$ cat config.mk
export PLATFORM = sky130hd
export DESIGN_NAME = stage_sequencer
export DESIGN_NICKNAME = d
export VERILOG_FILES = /design/src/rtl/stage_sequencer.sv
export SDC_FILE = /design/constraint.sdc
export NUM_CORES = 1
export LEC_CHECK = 0
export ABC_AREA = 1
export BUFFER_PORTS_ARGS = -buffer_cell sky130_fd_sc_hd__buf_4
export CORE_UTILIZATION = 49
export DETAILED_ROUTE_END_ITERATION = 10
export PLACE_DENSITY = 0.78
export SYNTH_ARGS = -nofsm -noshare
export SYNTH_HDL_FRONTEND = slang
export SYNTH_SLANG_ARGS = --single-unit
$ cat constraint.sdc
create_clock -name clk_i -period 1.5 [get_ports clk_i]
set_input_delay 0.375 -clock clk_i [delete_from_list [all_inputs] [get_ports clk_i]]
set_output_delay 0.375 -clock clk_i [all_outputs]
set_load 0.02 [all_outputs]
$ cat src/rtl/stage_sequencer.sv
// stage_sequencer: walks one instruction at a time through the core's stage enables,
// skipping LSU/RFW when unused, with memory-valid timeouts, boot pass, halt and retire count.
module stage_sequencer #(
  parameter int WAIT_MAX = 15,
  parameter int CNT_W    = 32
) (
  input  logic             clk_i,
  input  logic             rst_ni,
  input  logic             start_i,
  input  logic             boot_i,
  input  logic             halt_i,
  input  logic             ins_rvalid_i,
  input  logic             dat_rvalid_i,
  input  logic             data_req_i,
  input  logic             data_we_i,
  input  logic             rf_we_i,
  output logic             en_boo_o,
  output logic             en_ife_in_o,
  output logic             en_ins_mem_o,
  output logic             en_ife_out_o,
  output logic             en_dec_o,
  output logic             en_rfr_o,
  output logic             en_iss_o,
  output logic             en_alu_o,
  output logic             en_lsu_in_o,
  output logic             en_dat_mem_o,
  output logic             en_lsu_out_o,
  output logic             en_rfw_o,
  output logic             en_pca_o,
  output logic             boot_o,
  output logic             busy_o,
  output logic             err_o,
  output logic [3:0]       state_o,
  output logic [CNT_W-1:0] instret_o
);
  localparam int WW = (WAIT_MAX < 2) ? 1 : $clog2(WAIT_MAX);
  localparam logic [3:0] S_IDLE    = 4'd0;
  localparam logic [3:0] S_BOO     = 4'd1;
  localparam logic [3:0] S_IFE_IN  = 4'd2;
  localparam logic [3:0] S_INS_MEM = 4'd3;
  localparam logic [3:0] S_IFE_OUT = 4'd4;
  localparam logic [3:0] S_DEC     = 4'd5;
  localparam logic [3:0] S_RFR     = 4'd6;
  localparam logic [3:0] S_ISS     = 4'd7;
  localparam logic [3:0] S_ALU     = 4'd8;
  localparam logic [3:0] S_LSU_IN  = 4'd9;
  localparam logic [3:0] S_DAT_MEM = 4'd10;
  localparam logic [3:0] S_LSU_OUT = 4'd11;
  localparam logic [3:0] S_RFW     = 4'd12;
  localparam logic [3:0] S_PCA     = 4'd13;
  localparam logic [3:0] S_ERR     = 4'd15;
  logic [3:0]       r_state, w_next;
  logic [WW-1:0]    r_wait;
  logic             r_bootp, r_booted;
  logic [CNT_W-1:0] r_instret;
  logic             w_waiting, w_wait_end;
  assign w_waiting  = (r_state == S_INS_MEM) || (r_state == S_DAT_MEM);
  // r_wait holds the number of cycles already spent waiting before the current one
  assign w_wait_end = (r_wait == WW'(WAIT_MAX - 1));
  always_comb begin
    w_next = S_IDLE;
    case (r_state)
      S_IDLE:    w_next = !start_i ? S_IDLE : boot_i ? S_PCA : r_booted ? S_IFE_IN : S_IDLE;
      S_BOO:     w_next = halt_i ? S_IDLE : S_IFE_IN;
      S_IFE_IN:  w_next = S_INS_MEM;
      S_INS_MEM: w_next = ins_rvalid_i ? S_IFE_OUT : w_wait_end ? S_ERR : S_INS_MEM;
      S_IFE_OUT: w_next = S_DEC;
      S_DEC:     w_next = S_RFR;
      S_RFR:     w_next = S_ISS;
      S_ISS:     w_next = S_ALU;
      S_ALU:     w_next = data_req_i ? S_LSU_IN : rf_we_i ? S_RFW : S_PCA;
      S_LSU_IN:  w_next = S_DAT_MEM;
      S_DAT_MEM: w_next = dat_rvalid_i ? (data_we_i ? S_PCA : S_LSU_OUT) : w_wait_end ? S_ERR : S_DAT_MEM;
      S_LSU_OUT: w_next = rf_we_i ? S_RFW : S_PCA;
      S_RFW:     w_next = S_PCA;
      S_PCA:     w_next = S_BOO;
      S_ERR:     w_next = S_ERR;
      default:   w_next = S_IDLE;
    endcase
  end
  always_ff @(posedge clk_i) begin
    if (!rst_ni) begin
      r_state   <= S_IDLE;
      r_wait    <= '0;
      r_bootp   <= 1'b0;
      r_booted  <= 1'b0;
      r_instret <= '0;
    end else begin
      r_state <= w_next;
      r_wait  <= (w_waiting && w_next == r_state) ? r_wait + 1'b1 : '0;
      if (r_state == S_IDLE && w_next == S_PCA)
        r_bootp <= 1'b1;
      else if (r_state == S_PCA)
        r_bootp <= 1'b0;
      if (r_state == S_PCA)
        r_booted <= 1'b1;
      if (r_state == S_PCA && !r_bootp)
        r_instret <= r_instret + 1'b1;
    end
  end
  assign en_boo_o     = r_state == S_BOO;
  assign en_ife_in_o  = r_state == S_IFE_IN;
  assign en_ins_mem_o = r_state == S_INS_MEM;
  assign en_ife_out_o = r_state == S_IFE_OUT;
  assign en_dec_o     = r_state == S_DEC;
  assign en_rfr_o     = r_state == S_RFR;
  assign en_iss_o     = r_state == S_ISS;
  assign en_alu_o     = r_state == S_ALU;
  assign en_lsu_in_o  = r_state == S_LSU_IN;
  assign en_dat_mem_o = r_state == S_DAT_MEM;
  assign en_lsu_out_o = r_state == S_LSU_OUT;
  assign en_rfw_o     = r_state == S_RFW;
  assign en_pca_o     = r_state == S_PCA;
  assign boot_o       = en_pca_o && r_bootp;
  assign busy_o       = (r_state != S_IDLE) && (r_state != S_ERR);
  assign err_o        = r_state == S_ERR;
  assign state_o      = r_state;
  assign instret_o    = r_instret;
endmodule

==> metrics.md <==
| Metric | Value |
|---|---|
| Outcome | complete, but fails checks |
| Failing checks | setup timing |
| CTS tree | done |
| Synth Flop Type | dfxtp_1 |
| Met2 WL | 5180 um |
| Post-synthesis xor/xnor area fraction | 2.58% |
| Number of DRC markers in iteration 0 | 282 |
| Rel. slew slack | 77.5% |
| Synth top area cells | dfxtp_1 (31%), nand2_1 (21%), nor2_1 (9.5%) |
| Cell row count | 26 |
| Number of port buffers | between 60 and 70 |
| Drt pass-1 iters | 5 |
| GRT Util Overall | about a third |
| CTS clock-pin slew for the worst setup and hold paths | around 90 ps |
| Leak | around 2.0 nW |
| Area delta synth->final | 64.4% |
| Top Metal Used | met4 |
| Post-Layout Cell Count | 662 |
| Overflow left after global routing | 0 |
| Synth Area in Adders | 1.38% |
| Worst slew pin tran | 334 ps |
| Hold_ws | roughly 400 ps |
| Die Area | ~0.0059 mm^2 |
| Clock sink count | 42 |
| Pwr dens | 949 mW/mm^2 |
| Antenna diodes | 0 |
| Tmin final | 1730 ps |
| CTS root buf | clkbuf_8 |
| Crit path required time | between 1500 and 2000 ps |
| EDFF count, synth | 0 |
| Ys Warns | 0 |
| Mux contribution to synthesized area | 0% |
| Clk buf depth | 2 |
| Detail Route met3 WL | 778 um |
| CP max FO | 5 |
| Fin. max-slew vios | 0 |
| RSZ-0062 raised after global routing | yes |
| Die Wd | 76.5 um |
| Worst path max stage delay | 400 ps |
| Most frequent cells after synthesis | nand2_1 (150), nor2_1 (69), inv_1 (61), dfxtp_1 (42), a21oi_1 (30) |
| IO Count | 62 |
| Vias per cell | 5.46 |
| Post-synthesis average cell area | between 5 and 6 um^2 |
| Setup CP Type | flop to flop |
| Remaining DRCs | 0 |
| Core area | 0.00524 mm^2 |
| Cts-stage hold buffer count | 0 |
| Endpoints failing setup | 47 |
| Ys async rst share | 0% |
| Mapped Cells | 454 |
| Worst VDD drop | 1080 uV |
| Worst Setup End Kind | flop |
| Mapped cell area | 0.00272 mm^2 |
| Wl on met1 | between 4000 and 5000 um |
| First-pass GRT wire length | 15,300 um |
| CTS H-tree depth | 2 |
| Final period utilization | 115% |
| Vias in the first global route | 3,322 |
| Simple-gate share of the synthesized area | 47.0% |
| Detailed Route WL | 10,600 um |
| Dpl cell area | roughly 0.0037 mm^2 |
| Synth Area in Compound Gates | 8.01% |
| Largest family of logic cells by synthesized area | simple AND/OR/NAND/NOR gates |
| Die Y | 76.5 um |
| Placed insts | between 600 and 700 |
| CP Launch Type | flop |
| Setup TNS | -4750 ps |
| PnR worst setup slack | -228 ps |
| Clock Latency Late Sink | roughly 300 ps |
| Vias post-DR | 3,614 |
| Final instance area | 0.00447 mm^2 |
| CP max stage cell | dfxtp_4 |
| Filler instances | between 300 and 400 |
| Arrival @ worst endpoint | 1950 ps |
| Unique masters post-synth | 30 |
| Fin. Hold Viols | 0 |
| Hold Path Class | input pin to flop |
| Fmax | 0.579 GHz |
| Wire per inst | between 15 and 20 um |
| CTS buffer count | 5 |
| Post-detailed-route count of antenna-violating nets | 0 |
| Mapped Nets | 467 |
| CP cell instances | inv_4, buf_4, o21ai_0, nand2_1, nor2_1, nand3_1, nand2_1, nand2_2, nor3_1 |
| Area share of the largest cell type after synthesis | 30.9% |
| Initial Util | 51.9% |
| Layout cell share with drive strength beyond 1 | 44.4% |
| Worst-case clock skew | 10.3 ps |
| Most frequent cell after synthesis | nand2_1 |
| Initial antenna violation count | 0 |
| Synthesized flop and latch total | 42 |
| Utilization after layout | 85.3% |
| Most frequent CP cell | nand2_1 |
| DP HPWL | 6930 um |
| Area leader, netlist | dfxtp_1 |
| Routability Congestion | 0.938 |
| Part of the Yosys area used for sequential elements | a little under a third |
| Largest net degree at the start of global routing | 16 |
| Nets | 605 |
| Max-capacitance violation count | 0 |
==> report_power, final <==
group | switching (mW) | total [mW] | internal [mW]
registers | 0.101 | 1.28 | 1.18
logic | 1.14 | 2.01 | 0.868
clock network | 0.414 | 0.947 | 0.533
==> state kept, by name (all words and copies together) (netlist names) <==
name / count
state_o: 4
instret_o: 32
r_wait: 4
r_booted: 1
r_bootp: 1
==> what timing repair did <==
action | 4_1_cts | 5_1_grt
resized for setup | 96 | 47
endpoints found under the setup margin | 31 | 52
pin swaps | 25 | 11
setup buffers | 21 | 5
==> stage by stage <==
step	setup slack, ps	power (mW)
floorplan	15.4	2.04
global placement	-68.7	2.60
detailed placement	-87.6	2.59
CTS	-131	3.99
global route	-363	4.42
finish	-228	4.24
==> worst paths after layout <==
| kind | start | end | slack (ps) | cells past startpoint |
|---|---|---|---|---|
| min | rst_ni | instret_o[1] | 400 | 3 |
| min reg2reg | r_booted | r_booted | 500 | 2 |
| max reg2reg | state_o[3] | r_wait[1] | -230 | 9 |
| max | state_o[3] | r_wait[1] | -230 | 9 |
==> cell type report <==
cell class,instances,area (um^2),share of cell area [%]
multi-input combinational,341,1970,44.1
timing repair buffer,137,1180,26.5
sequential,42,860,19.2
inverter,65,255,5.71
tap,70,87.6,1.96
clock buffer,6,82.6,1.85
clock inverter,1,30.0,0.672
==> routing by layer <==
layer | up-vias | track usage (%)
met2 | 213 | 58.5
met3 | 50 | 6.83
met1 | 1658 | 38.1
met4 | 0 | 13.5
li1 | 1693 | -
met5 | - | 0
==> cell usage in the layout (no fill, tap or decap), types with 2 or more instances in the layout <==
| cell | count |
|---|---|
| a21oi_1 | 26 |
| a21oi_2 | 4 |
| buf_12 | 4 |
| buf_4 | 105 |
| buf_6 | 28 |
| clkbuf_8 | 6 |
| dfxtp_1 | 33 |
| dfxtp_2 | 6 |
| dfxtp_4 | 3 |
| ha_1 | 2 |
| inv_1 | 51 |
| inv_2 | 9 |
| inv_4 | 3 |
| nand2_1 | 123 |
| nand2_2 | 24 |
| nand2_4 | 5 |
| nand3_1 | 12 |
| nand3_2 | 9 |
| nand3_4 | 3 |
| nand3b_1 | 4 |
| nand4_1 | 5 |
| nor2_1 | 42 |
| nor2_2 | 18 |
| nor2_4 | 14 |
| nor3_1 | 14 |
| nor3_2 | 7 |
| nor3b_2 | 2 |
| o21ai_0 | 4 |
| o21ai_1 | 3 |
| o21ai_2 | 5 |
| xor2_1 | 7 |
==> worst max-delay path, delay by kind of cell (launching register included) <==
| kind | cells | cell delay (ps) |
|---|---|---|
| AND/OR/NAND/NOR | 6 | 710 |
| buffers and inverters | 2 | 230 |
| flip-flops | 1 | 400 |
| AO/OA/AOI/OAI | 1 | 300 |
==> kinds of logic (layout without fill, tap and decap cells) <==
kind of cell / after synthesis / in the layout
simple gates: 287 / 287
compound gates: 43 / 43
flops: 42 / 42
fa+ha+maj: 3 / 3
xor+xnor: 8 / 8
buf+inv: 71 / 209
(Power assumes the default switching activity.)
